<file path="src/rtl/pista_pkg.sv">
// pista_pkg -- shared definitions for the track game controller and the
// display mapper that decodes estado_atual.
//   estado_t  : FSM state encodings (visible on estado_atual)
//   POS_FINAL : last track position; reaching it ends the round
package pista_pkg;

    typedef enum logic [2:0] {
        OCIOSO          = 3'b000,
        JOGANDO         = 3'b001,
        SUCESSO_TOTAL   = 3'b010,
        SUCESSO_PARCIAL = 3'b011,
        FALHA           = 3'b100
    } estado_t;

    localparam logic [2:0] POS_FINAL = 3'd5;

endpackage

</file>
<file path="src/rtl/detector_borda.sv">
// detector_borda -- rising-edge detector for a synchronous level input.
//   clk     : clock
//   reset_n : asynchronous active-low reset (clears the stored copy)
//   entrada : level input
//   borda   : high for the cycle where entrada is 1 and was 0 last cycle
module detector_borda (
    input  logic clk,
    input  logic reset_n,
    input  logic entrada,
    output logic borda
);

    logic anterior;

    // The stored copy tracks the input every cycle regardless of what the
    // consumer is doing, so a level held across a mode change is not an edge.
    always_ff @(posedge clk or negedge reset_n) begin
        if (!reset_n) anterior <= 1'b0;
        else          anterior <= entrada;
    end

    assign borda = entrada & ~anterior;

endmodule

</file>
<file path="src/rtl/controle_pista.sv">
// controle_pista -- track game controller. A start request opens a timed
// round; each rising edge of avancar moves one position along the track.
// Reaching POS_FINAL early gives total success, late gives partial success,
// running out of time gives failure. Result states hold for TEMPO_RESULTADO
// cycles, then the controller returns to idle.
//   clk           : clock, all state changes on rising edge
//   reset_n       : asynchronous active-low reset
//   iniciar       : start request, acts only in OCIOSO
//   avancar       : advance button, only its rising edge acts (in JOGANDO)
//   estado_atual  : registered FSM state
//   posicao_atual : registered track position 0..5
//   em_jogo       : registered, high exactly while in JOGANDO
module controle_pista
    import pista_pkg::*;
#(
    parameter int TEMPO_LIMITE    = 20,
    parameter int TEMPO_RESULTADO = 4
) (
    input  logic       clk,
    input  logic       reset_n,
    input  logic       iniciar,
    input  logic       avancar,
    output logic [2:0] estado_atual,
    output logic [2:0] posicao_atual,
    output logic       em_jogo
);

    // tempo never exceeds TEMPO_LIMITE-1 (it stops counting on exit), and
    // the result counter never exceeds TEMPO_RESULTADO-1.
    localparam int TW = $clog2(TEMPO_LIMITE);
    localparam int RW = (TEMPO_RESULTADO > 1) ? $clog2(TEMPO_RESULTADO) : 1;

    localparam logic [TW-1:0] T_ULTIMO = TW'(TEMPO_LIMITE - 1);
    localparam logic [TW-1:0] T_METADE = TW'(TEMPO_LIMITE / 2);
    localparam logic [RW-1:0] R_ULTIMO = RW'(TEMPO_RESULTADO - 1);

    estado_t       estado, estado_n;
    logic [2:0]    posicao, posicao_n;
    logic [TW-1:0] tempo, tempo_n;
    logic [RW-1:0] cont, cont_n;
    logic          borda;
    logic          completa;

    detector_borda u_borda (
        .clk     (clk),
        .reset_n (reset_n),
        .entrada (avancar),
        .borda   (borda)
    );

    always_comb begin
        estado_n  = estado;
        posicao_n = posicao;
        tempo_n   = tempo;
        cont_n    = cont;
        completa  = 1'b0;
        case (estado)
            OCIOSO: begin
                if (iniciar) begin
                    estado_n  = JOGANDO;
                    posicao_n = 3'd0;
                    tempo_n   = '0;
                end
            end
            JOGANDO: begin
                completa = borda && (posicao == POS_FINAL - 3'd1);
                if (borda && posicao != POS_FINAL)
                    posicao_n = posicao + 3'd1;
                // A completing edge wins over the timeout; at the last cycle
                // tempo is past the midpoint so it lands on partial success.
                if (completa) begin
                    estado_n = (tempo < T_METADE) ? SUCESSO_TOTAL : SUCESSO_PARCIAL;
                    cont_n   = '0;
                end else if (tempo == T_ULTIMO) begin
                    estado_n = FALHA;
                    cont_n   = '0;
                end else begin
                    tempo_n = tempo + 1'b1;
                end
            end
            SUCESSO_TOTAL, SUCESSO_PARCIAL, FALHA: begin
                if (cont == R_ULTIMO) begin
                    estado_n  = OCIOSO;
                    posicao_n = 3'd0;
                    cont_n    = '0;
                end else begin
                    cont_n = cont + 1'b1;
                end
            end
            default: begin
                // unused encodings recover to idle
                estado_n  = OCIOSO;
                posicao_n = 3'd0;
                tempo_n   = '0;
                cont_n    = '0;
            end
        endcase
    end

    always_ff @(posedge clk or negedge reset_n) begin
        if (!reset_n) begin
            estado  <= OCIOSO;
            posicao <= 3'd0;
            tempo   <= '0;
            cont    <= '0;
            em_jogo <= 1'b0;
        end else begin
            estado  <= estado_n;
            posicao <= posicao_n;
            tempo   <= tempo_n;
            cont    <= cont_n;
            em_jogo <= (estado_n == JOGANDO);
        end
    end

    assign estado_atual  = estado;
    assign posicao_atual = posicao;

endmodule

</file>
<file path="config.mk">
export PLATFORM = sky130hd
export DESIGN_NAME = controle_pista
export DESIGN_NICKNAME = d
export VERILOG_FILES = /design/src/rtl/pista_pkg.sv /design/src/rtl/detector_borda.sv /design/src/rtl/controle_pista.sv
export SDC_FILE = /design/constraint.sdc
export NUM_CORES = 1
export LEC_CHECK = 0
export ABC_AREA = 1
export CAP_MARGIN = 20
export CORE_UTILIZATION = 60
export CTS_BUF_LIST = sky130_fd_sc_hd__clkbuf_8
export DETAILED_ROUTE_END_ITERATION = 10
export GPL_ROUTABILITY_DRIVEN = 0
export PLACE_DENSITY = 0.85
export RECOVER_POWER = 50
export SLEW_MARGIN = 10
export SYNTH_ARGS = -nofsm -noshare
export SYNTH_HDL_FRONTEND = slang
export SYNTH_HIERARCHICAL = 1
export SYNTH_SLANG_ARGS = --single-unit
export TNS_END_PERCENT = 10
</file>
<file path="constraint.sdc">
create_clock -name clk -period 2.8 [get_ports clk]
set_input_delay 0.84 -clock clk [delete_from_list [all_inputs] [get_ports clk]]
set_output_delay 0.84 -clock clk [all_outputs]
set_load 0.1 [all_outputs]
</file>
==> impl_metrics.yaml <==
outcome:
  run_status: "complete, no violations"
timing:
  clock.fmax_ghz: 0.442
  setup_viol_count_final: 0
  rsz0062_at_grt: "no"
  tightestPinTransition_ps: 1160
  layout_worst_path_cycle_share_pct: 80.9
  worst_slew_margin_rel_pct: 23.0
  hold_viol: 0
  fin_crit_period_ps: 2260
  setup_total_negative_slack_ps: 0
  fin_clk_skew_ps: 3.69
  maxSlewViolCount: 0
placement:
  final_hpwl_dp_um: 1260
  place_area_sq_um: 1010
  port_buffers: 10
min_path:
  min_delay_worst_endpoint: "cont[0]"
  type_of_the_tightest_min_delay_check: "reg -> reg"
  worstHoldStart: "cont[0]"
  worstHoldPathCells: 1
synth:
  yosys-top-cells-area: "dfrtp_1 (41%), nand2_1 (13%), ha_1 (6.8%)"
  synth.ff_latch_count: 15
  post-synth-top-count-cell: "nand2_1"
  yosysUniqueCellTypes: 22
  post-synth-top-area-cell: "dfrtp_1"
  synth_top_cell_area_share_pct: 41.1
  netlist_area_sq_um: 913
  synth_edf_count: 0
  synth.top_cells.by_count: "nand2_1 (32), dfrtp_1 (15), inv_1 (7), nand3_1 (7), nor2_1 (7)"
  synth_seq_area_share_pct: 41.1
  synthFlopType: "dfrtp_1"
  synthCells: 109
  ys_warn_count: 6
  average_footprint_of_a_synthesized_cell_sq_um: 8.38
  async_flop_share_pct: 100
  synth_fp_nets: 118
die:
  die_area_sq_um: 1680
  starting_utilization_of_the_core_area_pct: 67.7
  floorplan.die.height_um: 41.0
  placementRows: 13
  core_sq_um: 1350
  io_pins: 11
  die_x_um: 41.0
drt:
  drcViolationCount: 0
  detailedRoute.firstIterationViolations: 14
  route.antenna.remaining_nets: 0
  wire_per_inst_um: 12.5
  routed_via_count: 752
  wl_um: 1730
  detailedRoute.firstPassIterationCount: 4
  vias_per_cell: 5.45
clock_tree:
  clock_sinks: 15
  clock_tree.root_cell: "clkbuf_8"
  cts.repair.resized: 0
  clkTransAtPathRegs_ps: 60
  postCtsSetupBuffers: 0
  cts-buffers-inserted: 3
  clock_latency_ps: 250
  hold_buffers: 0
  cts_tree: "built"
  clk_path_buf_depth: 2
  htreeDepth: 1
run:
  max-cap-violations: 0
grt:
  grt_start_max_net_pins: 16
  first_pass_grt_wire_length_um: 2680
  grtUsageTotal_pct: 24.5
  globalRoute.totalOverflow: 0
  grt_pass1_vias: 660
  number_of_antenna_violations_at_the_first_check_in_global_routing: 0
setup_path:
  required_ps: 1960
  critPathLaunchType: "register"
  worst_ep_arrival_time_ps: 1420
  slowest_stage: "clkbuf_1"
  timing.reg2reg.setup_slack_ps: 1350
  crit-reg2reg-capture: "tempo[2]"
  depth_of_the_worst_register_to_register_path: 8
  ws_path_type: "reg -> out"
  endpoint_kind: "output pin"
  slowest_delay_ps: 850
  critPathBufInv: 1
  worst_path_dominant_cell_family: "buffers and inverters"
  path_cells: "clkbuf_1"
  critPathMaxFanout: 1
  rr_startpoint: "posicao_atual[0]"
cells_and_area:
  syn_to_final_growth_pct: 15.2
  diodes: 0
  num-nets-final: 133
  final_layout_size_suffix_gt1_share_pct: 26.0
  final_cell_area_sq_um: 1050
pwr:
  p_leak_nw: 0.540
  irDropWorstVdd_uv: 878
  powerDensity_nw_per_um2: 1090
[area by class of cell]
| cell class | instances | area, sq um |
|---|---|---|
| clock buffer | 3 | 41.3 |
| tap | 15 | 18.8 |
| timing repair buffer | 10 | 78.8 |
| sequential | 15 | 375 |
| inverter | 10 | 37.5 |
| fill | 105 | 298 |
| multi-input combinational | 84 | 495 |
| clock inverter | 1 | 5.00 |
[layout by cell type, fill, tap and decap left out, types with 3 or more instances in the layout]
master | Yosys | layout
dfrtp_1 | 15 | 15
inv_1 | 7 | 7
xor2_1 | 3 | 3
nand2_1 | 32 | 32
nor2_1 | 7 | 7
nand3_1 | 7 | 8
nand2_2 | 4 | 4
nor2_2 | 6 | 6
clkbuf_8 | 0 | 3
inv_2 | 3 | 3
ha_1 | 5 | 5
nand4_1 | 3 | 3
buf_4 | 0 | 6
o21ai_2 | 4 | 4
[cells by family (layout without fill, tap and decap cells)]
group                    count (synthesis)  in the layout  synth area share, %
AND/OR/NAND/NOR                         67             67                 38.1
flip-flops                              15             15                 41.1
AO/OA/AOI/OAI                            8              8                 6.03
buffers and inverters                   10             24                 4.11
XOR/XNOR                                 4              4                 3.84
adder cells (fa/ha/maj)                  5              5                 6.85
[power breakdown]
part / internal, W / switching, W
registers: 0.000273 / 0.0000661
logic: 0.000161 / 0.000473
clock network: 0.0000984 / 0.0000757
total: 0.000532 / 0.000615
[per-stage QoR]
stage	util (%)	total power [W]	hold slack [ps]	std cells	setup slack, ps
after floorplan	-	0.000845	446	109	847
after global placement	75.2	0.000965	461	134	650
after detailed placement	75.2	0.000982	481	134	607
after CTS	78.6	0.00116	497	138	846
after global routing	77.9	0.00122	514	138	477
final	77.9	0.00115	498	138	536
[worst max-delay path by stage]
stage	start	to	slack, ps	depth (start not counted)
final	em_jogo	em_jogo	540	1
after global routing	em_jogo	em_jogo	480	1
after CTS	avancar	tempo[2]	850	9
after detailed placement	avancar	tempo[2]	610	9
after global placement	avancar	tempo[2]	650	9
after floorplan	posicao_atual[1]	tempo[2]	850	8
[registers in the layout (all words and copies together), names as in the netlist]
register          flops
em_jogo               1
tempo                 5
u_borda/anterior      1
estado_atual          3
cont                  2
posicao_atual         3
[layer usage]
metal | GRT usage (%) | share of wire (%) | up-vias
li1 | - | - | 377
met1 | 32.3 | 50 | 354
met2 | 39.8 | 46 | 16
met3 | 3.26 | 3.0 | 5
met4 | 10.0 | 1.3 | 0
met5 | 0 | 0 | -
Power figures use the tool's default switching activity.
